==> src/rtl/aes_pkg.sv <==
// Shared Rijndael helpers: row-shift offsets, the state byte layout and the
// pure ShiftRows/InvShiftRows permutation used by the round datapath.
package aes_pkg;

  localparam int unsigned NB_MAX = 8;
  // Bit n set means NB = n is a supported block width (4, 6 and 8 columns).
  localparam logic [NB_MAX:0] LEGAL_NB_MASK = 9'b1_0101_0000;

  // Indexed [col][row]; byte k = 4*col + row sits at bits [8k+:8].
  typedef logic [NB_MAX-1:0][3:0][7:0] state_t;

  typedef enum logic [1:0] {
    OCC_EMPTY,
    OCC_ONE,
    OCC_FULL
  } occ_e;

  function automatic bit nb_is_legal(input int unsigned nb);
    return (nb <= NB_MAX) && LEGAL_NB_MASK[nb[3:0]];
  endfunction

  function automatic int unsigned shift_offset(input int unsigned nb, input int unsigned row);
    // Only the 256-bit block skips offset 2: rows 2 and 3 move by 3 and 4.
    if ((nb == 8) && (row >= 2)) begin
      return row + 1;
    end
    return row;
  endfunction

  function automatic state_t shift_state(input state_t s, input int unsigned nb, input bit inv);
    state_t      res;
    int unsigned off;
    int unsigned src;
    res = '0;
    for (int unsigned c = 0; c < NB_MAX; c++) begin
      for (int unsigned r = 0; r < 4; r++) begin
        if (c < nb) begin
          off = shift_offset(nb, r);
          src = inv ? ((c + nb - off) % nb) : ((c + off) % nb);
          res[c][r] = s[src][r];
        end
      end
    end
    return res;
  endfunction

endpackage

==> src/rtl/skid_buf2.sv <==
// Two-entry valid/ready buffer; both ready and valid come straight from flops
// so neither side sees a combinational path through the other.
module skid_buf2
  import aes_pkg::*;
#(
  parameter int unsigned W = 8
) (
  input  logic         clk,
  input  logic         rst,
  input  logic         i_in_valid,
  output logic         o_in_ready,
  input  logic [W-1:0] i_in_data,
  output logic         o_out_valid,
  input  logic         i_out_ready,
  output logic [W-1:0] o_out_data
);

  occ_e         r_state;
  logic [W-1:0] r_head;
  logic [W-1:0] r_skid;
  logic         r_in_ready;
  logic         r_out_valid;

  logic w_accept;
  logic w_deliver;

  assign w_accept  = i_in_valid && r_in_ready;
  assign w_deliver = r_out_valid && i_out_ready;

  always_ff @(posedge clk or posedge rst) begin
    if (rst) begin
      r_state     <= OCC_EMPTY;
      r_head      <= '0;
      r_skid      <= '0;
      r_in_ready  <= 1'b0;
      r_out_valid <= 1'b0;
    end else begin
      case (r_state)
        OCC_EMPTY: begin
          // Also the first edge after reset, when ready rises.
          r_in_ready <= 1'b1;
          if (w_accept) begin
            r_head      <= i_in_data;
            r_out_valid <= 1'b1;
            r_state     <= OCC_ONE;
          end
        end
        OCC_ONE: begin
          if (w_accept && !w_deliver) begin
            r_skid     <= i_in_data;
            r_in_ready <= 1'b0;
            r_state    <= OCC_FULL;
          end else if (!w_accept && w_deliver) begin
            r_out_valid <= 1'b0;
            r_state     <= OCC_EMPTY;
          end else if (w_accept) begin
            r_head <= i_in_data;
          end
        end
        OCC_FULL: begin
          if (w_deliver) begin
            r_head     <= r_skid;
            r_in_ready <= 1'b1;
            r_state    <= OCC_ONE;
          end
        end
        default: begin
          r_state     <= OCC_EMPTY;
          r_in_ready  <= 1'b1;
          r_out_valid <= 1'b0;
        end
      endcase
    end
  end

  assign o_in_ready  = r_in_ready;
  assign o_out_valid = r_out_valid;
  assign o_out_data  = r_head;

endmodule

==> src/rtl/shift_rows_pipe.sv <==
// Registered ShiftRows stage: the permutation is applied on the way in and the
// result, with its tag, is held in a 2-entry skid buffer; counts deliveries.
module shift_rows_pipe
  import aes_pkg::*;
#(
  parameter int unsigned NB    = 4,
  parameter int unsigned TAG_W = 4,
  parameter int unsigned CNT_W = 16
) (
  input  logic              clk,
  input  logic              rst,
  input  logic              in_valid,
  output logic              in_ready,
  input  logic [32*NB-1:0]  in_data,
  input  logic              in_inv,
  input  logic [TAG_W-1:0]  in_tag,
  output logic              out_valid,
  input  logic              out_ready,
  output logic [32*NB-1:0]  out_data,
  output logic [TAG_W-1:0]  out_tag,
  output logic [CNT_W-1:0]  blk_count,
  input  logic              clr_count
);

  localparam int unsigned DATA_W = 32 * NB;
  localparam int unsigned PAY_W  = DATA_W + TAG_W;

  if (!nb_is_legal(NB)) begin : g_bad_nb
    $fatal(1, "shift_rows_pipe: NB must be 4, 6 or 8");
  end

  logic [DATA_W-1:0] w_shifted;
  logic [PAY_W-1:0]  w_in_payload;
  logic [PAY_W-1:0]  w_out_payload;
  logic              w_out_valid;
  logic [CNT_W-1:0]  r_blk_count;

  always_comb begin
    state_t v_state;
    v_state          = '0;
    v_state[NB-1:0]  = in_data;
    v_state          = shift_state(v_state, NB, in_inv);
    w_shifted        = v_state[NB-1:0];
  end

  assign w_in_payload = {in_tag, w_shifted};

  skid_buf2 #(
    .W (PAY_W)
  ) u_buf (
    .clk         (clk),
    .rst         (rst),
    .i_in_valid  (in_valid),
    .o_in_ready  (in_ready),
    .i_in_data   (w_in_payload),
    .o_out_valid (w_out_valid),
    .i_out_ready (out_ready),
    .o_out_data  (w_out_payload)
  );

  // A clear in the same cycle as a delivery takes priority.
  always_ff @(posedge clk or posedge rst) begin
    if (rst) begin
      r_blk_count <= '0;
    end else if (clr_count) begin
      r_blk_count <= '0;
    end else if (w_out_valid && out_ready) begin
      r_blk_count <= r_blk_count + CNT_W'(1);
    end
  end

  assign out_valid = w_out_valid;
  assign out_data  = w_out_payload[DATA_W-1:0];
  assign out_tag   = w_out_payload[PAY_W-1:DATA_W];
  assign blk_count = r_blk_count;

endmodule

==> config.mk <==
export PLATFORM = sky130hd
export DESIGN_NAME = shift_rows_pipe
export DESIGN_NICKNAME = d
export VERILOG_FILES = /design/src/rtl/aes_pkg.sv /design/src/rtl/skid_buf2.sv /design/src/rtl/shift_rows_pipe.sv
export SDC_FILE = /design/constraint.sdc
export NUM_CORES = 1
export LEC_CHECK = 0
export BUFFER_PORTS_ARGS = -buffer_cell sky130_fd_sc_hd__buf_2
export CAP_MARGIN = 5
export CORE_MARGIN = 1.5
export CORE_UTILIZATION = 56
export CTS_BUF_LIST = sky130_fd_sc_hd__clkbuf_8
export DETAILED_ROUTE_END_ITERATION = 10
export GPL_TIMING_DRIVEN = 0
export PLACE_DENSITY = 0.81
export SLEW_MARGIN = 20
export SYNTH_ARGS = -nofsm -noshare
export SYNTH_HDL_FRONTEND = slang
export SYNTH_SLANG_ARGS = --single-unit
export TNS_END_PERCENT = 30
==> constraint.sdc <==
create_clock -name clk -period 11.55 [get_ports clk]
set_input_delay 0.5775 -clock clk [delete_from_list [all_inputs] [get_ports clk]]
set_output_delay 0.5775 -clock clk [all_outputs]
set_load 0.005 [all_outputs]
==> results of run 1 <==
## where the power goes
group | switching [mW] | internal, mW | total [mW]
Clock | 0.403 | 0.443 | 0.846
Sequential | 0.0000000000000000408 | 0.995 | 0.995
Combinational | 0.0509 | 0.0316 | 0.0824
Total | 0.453 | 1.47 | 1.92
## metrics by stage
stage / hold WS [ns] / cell area (µm²)
floorplan: 0.451 / 12800
global placement: 0.462 / 14500
detailed placement: 0.471 / 14600
CTS: 0.227 / 15600
global route: 0.236 / 15600
finish: 0.257 / 15600
## cell families after synthesis
kind of cell    Yosys count  share of synthesized area (%)
mux                     335                           28.9
compound gates          141                           5.68
simple gates            185                           6.07
flops                   284                           55.7
xor+xnor                 10                          0.686
buf+inv                  71                           2.84
fa+ha+maj                 1                         0.0980
## final timing paths
check	endpoint	slack, ns	start	cells past startpoint
max	u_buf.r_skid[60]$_DFFE_PP0P_	9.18	u_buf.r_state[1]$_DFFE_PP0P_	8
min	u_buf.r_skid[53]$_DFFE_PP0P_	0.26	in_data[117]	2
max reg2reg	u_buf.r_skid[60]$_DFFE_PP0P_	9.18	u_buf.r_state[1]$_DFFE_PP0P_	8
min reg2reg	u_buf.r_skid[43]$_DFFE_PP0P_	0.48	u_buf.r_skid[43]$_DFFE_PP0P_	2
max in group asynchronous	u_buf.r_skid[24]$_DFFE_PP0P_	9.93	rst	5
min in group asynchronous	u_buf.r_skid[55]$_DFFE_PP0P_	0.55	rst	3
## area by class of cell
cell class	count	area share [%]
flip-flops and latches	284	45.7
multi-input cells	672	34.0
repair buffers	290	9.80
clock buffers	56	4.96
well taps	285	2.29
plain buffers	69	2.28
clock inverters	28	0.861
inverters	2	0.0965
## sequential cells by signal, summed over array words and instances (netlist names)
signal,cells
blk_count,16
u_buf.r_state,2
u_buf.o_out_data,132
u_buf.o_out_valid,1
u_buf.r_skid,132
u_buf.o_in_ready,1
## layer usage
| metal | track usage (%) | part of all wire [%] |
|---|---|---|
| met5 | 0 | 0.035 |
| met4 | 9.06 | 2.8 |
| met3 | 7.92 | 8.0 |
| met2 | 45.3 | 49 |
| met1 | 33.2 | 41 |
## cells in the mapped netlist (all sizes together) (2+ instances only)
library cell	instances	area (µm²)
dfrtp	284	7110
mux2	271	3050
nor2	78	293
nand2	74	278
a21oi	69	349
o21ai	67	335
mux2i	64	641
buf	37	235
clkbuf	32	120
nand3	8	40.0
xnor2	8	70.1
nand4	4	25.0
nor4	4	25.0
nor2b	3	18.8
nor3	3	15.0
nor3b	3	22.5
inv	2	7.51
xor2	2	17.5
## worst reg2reg max path: stages, from the launching register on
cell and delay [ns]:
dfrtp_1 0.41, and3b_1 0.22, buf_2 0.14, nand3_1 0.41, buf_2 0.38, buf_4 0.22
buf_2 0.22, nand2_1 0.10, o21ai_0 0.10
==> flow_metrics.tcl, run 1 <==
set metrics [dict create \
    status "complete, no violations" \
    synthesis.area_um2 12800 \
    tritoncts "built" \
    critical_path_arrival_ns 2.77 \
    path_max_fanout 10 \
    numCtsBuffers 48 \
    cp_common_cell "buf_2" \
    postRouteAntennaNets 0 \
    grt_usage_pct 26.9 \
    die_x_um 154 \
    crit_required_ns 11.95 \
    synthCells 1027 \
    antenna_found_initial 1 \
    async_flop_share_pct 100 \
    path_clk_slew_ns 0.06 \
    layout_commonest_cell "buf_2" \
    final-instance-count-excl-fill 1686 \
    rsz0062_at_grt "false" \
    synth_nets 1166 \
    seqCellArea_um2 7110 \
    dieHeight_um 154 \
    nNetsFinal 1506 \
    setup_viol 0 \
    critical_path_class "reg -> reg" \
    maxCapViolations 0 \
    synth_edf_count 0 \
    grt_overflow_total 0 \
    grt_pass1_wl_um 50500 \
    drt_iter0_markers 517 \
    p_per_area_nw_per_um2 124 \
    fillers 1711 \
    cts_root_buf "clkbuf_8" \
    dp.cells 1601 \
    max_freq_mhz 421 \
    period_share_pct 20.5 \
    crit_path_cell_trace "and3b_1 -> buf_2 -> nand3_1 -> buf_2 -> buf_4 -> buf_2 -> nand2_1 -> o21ai_0" \
    htree_levels 2 \
    slowest_stage "dfrtp_1" \
    tns_ns 0 \
    crit_path_end_kind "flip-flop" \
    wl_per_cell_um 18.8 \
    dieArea_um2 23700 \
    viasPerCell 5.53 \
    ir_drop_v 0.000103 \
    hold_viol 0 \
    gp_congestion 0.782 \
    layout_setup_ws_ns 9.18 \
    clock_sinks 284 \
    min_path_type "in -> reg" \
    synthFlopType "dfrtp_1" \
    max-clock-path-buffers 3 \
    total_power_mw 1.92 \
    finClkSkew_ns 0.0263 \
    worst_pin_slew_ns 0.912 \
    clock_latency_ns 0.57 \
    core_um2 22500 \
    start_kind "flip-flop" \
    cts_resized 0 \
    portBuffers 286 \
    drtPass1Iterations 5 \
    multi_input_area_um2 5290 \
    crit_family "buffers and inverters" \
    post-route-util_pct 69.1 \
    drc_errors 0 \
    slew_violations 0 \
    grt_pass1_vias 9822 \
    vias 9324 \
    area_growth_pct 21.9 \
    ctsHoldBuffers 1 \
    num_rows 55 \
    cts_setup_buffers 0 \
    dp_hpwl_um 22900 \
    place_ws_ns 8.89 \
    ys_seq_area_share_pct 55.7 \
    grt_max_degree 98 \
    syn_avg_cell_area_um2 12.4 \
    cp_num_buf_inv 4 \
    layout-drive-gt1-share_pct 41.5 \
    p_leak_nw 8.62 \
    io_pins 288 \
    slowest_delay_ns 0.41 \
    mostFrequentLayoutCells "buf_2, dfrtp_1, mux2_2" \
    diodes 0 \
    yosysWarnings 0 \
    fin_crit_ns 2.37 \
    ys_seq_elements 284 \
    wl_um 31700 \
    synth.distinct_cells 37 \
    slew_headroom_pct 39.2 \
    start_util_pct 56.7 \
]
(Power assumes the default switching activity.)
==> run 2, diff against run 1 <==
--- a/config.mk
+++ b/config.mk
@@ -8,11 +8,11 @@
 export BUFFER_PORTS_ARGS = -buffer_cell sky130_fd_sc_hd__buf_2
 export CAP_MARGIN = 5
 export CORE_MARGIN = 1.5
-export CORE_UTILIZATION = 56
+export CORE_UTILIZATION = 51
 export CTS_BUF_LIST = sky130_fd_sc_hd__clkbuf_8
 export DETAILED_ROUTE_END_ITERATION = 10
 export GPL_TIMING_DRIVEN = 0
-export PLACE_DENSITY = 0.81
+export PLACE_DENSITY = 0.78
 export SLEW_MARGIN = 20
 export SYNTH_ARGS = -nofsm -noshare
 export SYNTH_HDL_FRONTEND = slang
==> constraint.sdc (replaced) <==
create_clock -name clk -period 2.09 [get_ports clk]
set_input_delay 0.1045 -clock clk [delete_from_list [all_inputs] [get_ports clk]]
set_output_delay 0.1045 -clock clk [all_outputs]
set_load 0.005 [all_outputs]
==> run 2 against run 1 <==
- sequential share of layout area shrank 5.6 points
- clock-buffer cell count grew 15
- worst hold slack lost 0.19 ns
- clock skew shrank 0.0046 ns
- final area grew 14%
- sequential cell count is the same
- combinational power grew to 9.4 times the previous value
- register-to-register slack lost 9.1 ns
- critical path depth is the same
- total power grew to 6.1 times the previous value
- maximum frequency grew 16%
- setup slack lost 9.1 ns
- critical endpoint is now u_buf.o_out_data[102]$_DFFE_PP0P_
- largest cell class unchanged
==> flow_metrics.tcl, run 2 (synthesis gave the netlist of run 1 again) <==
set metrics [dict create \
    crit_required_ns 2.51 \
    die_x_um 161 \
    period_share_pct 97.6 \
    layout-drive-gt1-share_pct 39.3 \
    status "complete, no violations" \
    grt_max_degree 34 \
    r2r_setup_slack_ns 0.05 \
    slowest_stage "dfrtp_1" \
    vias 10200 \
    dp_hpwl_um 24100 \
    grt_pass1_vias 11200 \
    crit_path_cell_trace "and3b_1 -> buf_2 -> o21ba_1 -> a21oi_4 -> buf_12 -> buf_12 -> buf_8 -> mux2_1" \
    diodes 0 \
    hold_ws_ns 0.0648 \
    drc_errors 0 \
    fin_crit_ns 2.04 \
    num_rows 57 \
    wl_um 37700 \
    p_per_area_nw_per_um2 660 \
    switching_share_pct 22.8 \
    slowest_delay_ns 0.38 \
    numCtsBuffers 49 \
    clock_latency_ns 0.57 \
    viasPerCell 5.35 \
    core_um2 24500 \
    max-clock-path-buffers 3 \
    p_clk_share_pct 46.4 \
    worst_pin_slew_ns 0.916 \
    grt_overflow_total 0 \
    path_max_fanout 10 \
    p_sw_mw 2.67 \
    slew_headroom_pct 38.9 \
    post-route-util_pct 72.6 \
    intPower_mw 9.03 \
    io_pins 288 \
    slew_violations 0 \
    layout_commonest_cell "buf_2" \
    seqPwrFrac_pct 47.0 \
    nNetsFinal 1686 \
    postRouteAntennaNets 0 \
    maxCapViolations 0 \
    critical_path_class "reg -> reg" \
    grt_usage_pct 29.3 \
    cts_root_buf "clkbuf_8" \
    crit_family "buffers and inverters" \
    dieHeight_um 161 \
    antenna_found_initial 0 \
    htree_levels 2 \
    final-instance-count-excl-fill 1911 \
    finClkSkew_ns 0.0216 \
    drt_iter0_markers 636 \
    start_util_pct 52.2 \
    setup_viol 0 \
    wl_per_cell_um 19.7 \
    dp.cells 1647 \
    area_growth_pct 39.1 \
    cp_num_buf_inv 4 \
    place_ws_ns -0.327 \
    min_from "clr_count" \
    critical_path_arrival_ns 2.46 \
    path_clk_slew_ns 0.06 \
    min_path_type "in -> reg" \
    tns_ns 0 \
    max_freq_mhz 490 \
    tritoncts "built" \
    layout_setup_ws_ns 0.0509 \
    hold_viol 0 \
    combPwrFrac_pct 6.6 \
    p_leak_nw 9.59 \
    clock_sinks 284 \
    start_kind "flip-flop" \
    dieArea_um2 26000 \
    crit_start "u_buf.r_state[1]$_DFFE_PP0P_" \
    drtPass1Iterations 5 \
    fillers 1629 \
    portBuffers 286 \
    ir_drop_v 0.000574 \
    gp_congestion 0.771 \
    crit_path_end_kind "flip-flop" \
    grt_pass1_wl_um 59800 \
    r2r-start "u_buf.r_state[1]$_DFFE_PP0P_" \
    cp_common_cell "buf_12" \
    mostFrequentLayoutCells "buf_2, dfrtp_1, mux2_2" \
]
[run 2: changes by cell type in the layout (fill, tap and decap cells not counted), sizes merged]
cell	before	now
clkinv	8	3
inv	22	16
clkinvlp	0	2
clkbuf	88	102
buf	326	340
dlygate4sd3	1	167
bufinv	0	1
[run 2: final cells by class]
cell class / instances / area, µm² / share of cell area [%]
buffer: 68 / 427 / 2.40
clock buffer: 71 / 977 / 5.51
clock inverter: 20 / 109 / 0.613
inverter: 2 / 11.3 / 0.0634
multi-input combinational: 672 / 5310 / 29.9
sequential: 284 / 7110 / 40.0
tap: 324 / 405 / 2.28
timing repair buffer: 470 / 3400 / 19.2
[run 2: repair_timing]
| item | CTS | global route |
|---|---|---|
| hold endpoints to repair | 287 | 0 |
| resized for setup | 29 | 18 |
| buffers inserted | 0 | 6 |
| cloned | 0 | 1 |
| endpoints found under the setup margin | 245 | 141 |
| hold buffers | 167 | 0 |
[run 2: final timing paths]
kind | endpoint | cells after the start
setup reg to reg | u_buf.o_out_data[102]$_DFFE_PP0P_ | 8
max in group asynchronous | u_buf.r_skid[116]$_DFFE_PP0P_ | 7
min in group asynchronous | blk_count[10]$_DFFE_PP0P_ | 3
hold / removal | blk_count[4]$_DFFE_PP0P_ | 3
hold reg to reg | u_buf.r_skid[62]$_DFFE_PP0P_ | 2
setup / recovery | u_buf.o_out_data[102]$_DFFE_PP0P_ | 8
[run 2: stage by stage]
step	area (µm²)	power, mW
6_report	17700	11.7
5_1_grt	17700	12.1
4_1_cts	17600	11.7
3_5_place_dp	14800	6.09
3_3_place_gp	14600	6.03
2_1_floorplan	12800	5.81
[run 2: routing by layer]
metal	vias to the layer above	track usage (%)	part of all wire, %
met4	0	10.4	3.1
met1	5135	35.2	40
met2	356	51.6	51
li1	4650	-	-
met5	-	0	0
met3	91	6.47	6.0
[run 2: power by group through the flow]
stage,Sequential (mW),Combinational [mW],Clock (mW)
2_1_floorplan,5.60,0.210,0
3_3_place_gp,5.60,0.425,0
3_5_place_dp,5.60,0.490,0
4_1_cts,5.50,0.762,5.47
5_1_grt,5.50,0.845,5.74
6_report,5.50,0.777,5.43
[run 2: worst register-to-register path, cell delays in order, from the launching register on]
cell	delay (ns)
dfrtp_1	0.38
and3b_1	0.19
buf_2	0.16
o21ba_1	0.23
a21oi_4	0.14
buf_12	0.15
buf_12	0.14
buf_8	0.17
mux2_1	0.36
==> run 3, diff against run 2 <==
==> constraint.sdc (replaced) <==
create_clock -name clk -period 2.09 [get_ports clk]
set_input_delay 0.3135 -clock clk [delete_from_list [all_inputs] [get_ports clk]]
set_output_delay 0.3135 -clock clk [all_outputs]
set_load 0.005 [all_outputs]
==> run 3 against run 2 <==
- non-clock buffer count down 108
- largest cell class unchanged
- register-to-register slack about the same
- utilization down 4.4 points
- sequential share of layout area up 2.6 points
- via count down 6.1%
- cell count down 5.6%
- die area unchanged
- worst hold slack worse by 0.047 ns
==> flow_metrics.tcl, run 3 (synthesis gave the netlist of run 1 again) <==
set metrics [dict create \
    final-instance-count-excl-fill 1804 \
    max-clock-path-buffers 3 \
    critical_path_class "reg -> reg" \
    max_freq_mhz 489 \
    min_path_type "in -> reg" \
    maxCapViolations 0 \
    period_share_pct 97.8 \
    grt_pass1_wl_um 55400 \
    start_kind "flip-flop" \
    vias 9611 \
    gp_congestion 0.771 \
    ir_drop_v 0.000543 \
    core_um2 24500 \
    path_clk_slew_ns 0.06 \
    die_x_um 161 \
    crit_required_ns 2.51 \
    path_max_fanout 10 \
    drt_iter0_markers 515 \
    finClkSkew_ns 0.0166 \
    wl_um 34800 \
    hold_viol 0 \
    clock_sinks 284 \
    dp.cells 1647 \
    slew_headroom_pct 39.8 \
    grt_max_degree 34 \
    htree_levels 2 \
    area_growth_pct 30.6 \
    viasPerCell 5.33 \
    portBuffers 286 \
    layout_commonest_cell "buf_2" \
    dieHeight_um 161 \
    start_util_pct 52.2 \
    drtPass1Iterations 7 \
    dp_hpwl_um 24100 \
    wl_per_cell_um 19.3 \
    r2r_setup_slack_ns 0.05 \
    layout-drive-gt1-share_pct 42.2 \
    antenna_found_initial 1 \
    cts_root_buf "clkbuf_8" \
    worst_pin_slew_ns 0.903 \
    setup_viol 0 \
    status "complete, no violations" \
    place_ws_ns -0.344 \
    dieArea_um2 26000 \
    num_rows 57 \
    grt_usage_pct 27.2 \
    layout_setup_ws_ns 0.0450 \
    nNetsFinal 1578 \
    grt_pass1_vias 10400 \
    critical_path_arrival_ns 2.47 \
    crit_path_end_kind "flip-flop" \
    postRouteAntennaNets 0 \
    drc_errors 0 \
    numCtsBuffers 49 \
    mostFrequentLayoutCells "buf_2, dfrtp_1, mux2_2" \
    io_pins 288 \
    slew_violations 0 \
    clock_latency_ns 0.56 \
    fin_crit_ns 2.04 \
    tritoncts "built" \
    total_power_mw 11.5 \
    grt_overflow_total 0 \
    p_per_area_nw_per_um2 689 \
    p_leak_nw 9.15 \
]
## run 3: stage by stage
step           area, µm²  utilization [%]  hold slack (ns)  TNS (ns)
2_1_floorplan      12800                -            0.451   -564.24
3_3_place_gp       14600             59.7            0.462  -1075.91
3_5_place_dp       14800             60.6            0.387    -46.72
4_1_cts            16500             67.7         0.000741    -0.390
5_1_grt            16700             68.1          0.00305  -0.00897
6_report           16700             68.1           0.0177         0
## run 3: layout make-up
| class | instances | area, µm² |
|---|---|---|
| Clock inverter | 20 | 109 |
| Multi-Input combinational cell | 672 | 5310 |
| Buffer | 68 | 429 |
| Fill cell | 1809 | 7790 |
| Inverter | 2 | 11.3 |
| Antenna cell | 1 | 2.50 |
| Timing Repair Buffer | 362 | 2320 |
| Clock buffer | 71 | 977 |
| Tap cell | 324 | 405 |
| Sequential cell | 284 | 7110 |
## run 3: worst max-delay path, stage by stage, from the launching register on
cell and delay (ns):
dfrtp_1 0.39, and3b_1 0.19, buf_2 0.16, o21ba_1 0.22, a21oi_4 0.15, buf_12 0.13
buf_12 0.13, buf_8 0.17, mux2_1 0.35
## run 3: routing by layer
layer	track usage (%)	up-vias	wire length, µm
met5	0	-	0
met2	46.4	310	17000
li1	-	4434	-
met4	9.76	0	1160
met3	7.42	85	2330
met1	33.1	4782	14300
## run 3: repair_timing
action | CTS | global route
endpoints found under the hold margin | 77 | 0
endpoints found under the setup margin | 245 | 139
hold buffers | 58 | 0
buffers inserted | 0 | 7
resized for setup | 29 | 17
cloned | 0 | 1
## run 3: worst paths after layout
kind / from / end / cells after the start
max reg2reg: u_buf.r_state[1]$_DFFE_PP0P_ / u_buf.o_out_data[102]$_DFFE_PP0P_ / 8
min: in_data[0] / u_buf.r_skid[0]$_DFFE_PP0P_ / 2
min in group asynchronous: rst / blk_count[10]$_DFFE_PP0P_ / 3
max in group asynchronous: rst / u_buf.o_out_data[3]$_DFFE_PP0P_ / 7
max: u_buf.r_state[1]$_DFFE_PP0P_ / u_buf.o_out_data[102]$_DFFE_PP0P_ / 8
min reg2reg: u_buf.r_skid[46]$_DFFE_PP0P_ / u_buf.r_skid[46]$_DFFE_PP0P_ / 2
## run 3: where the power goes
part           total, mW  internal, mW        switching [mW]
logic              0.573         0.269                 0.305
clock network       5.41          3.11                  2.30
registers           5.50          5.50  0.000000000000000232
total               11.5          8.88                  2.60
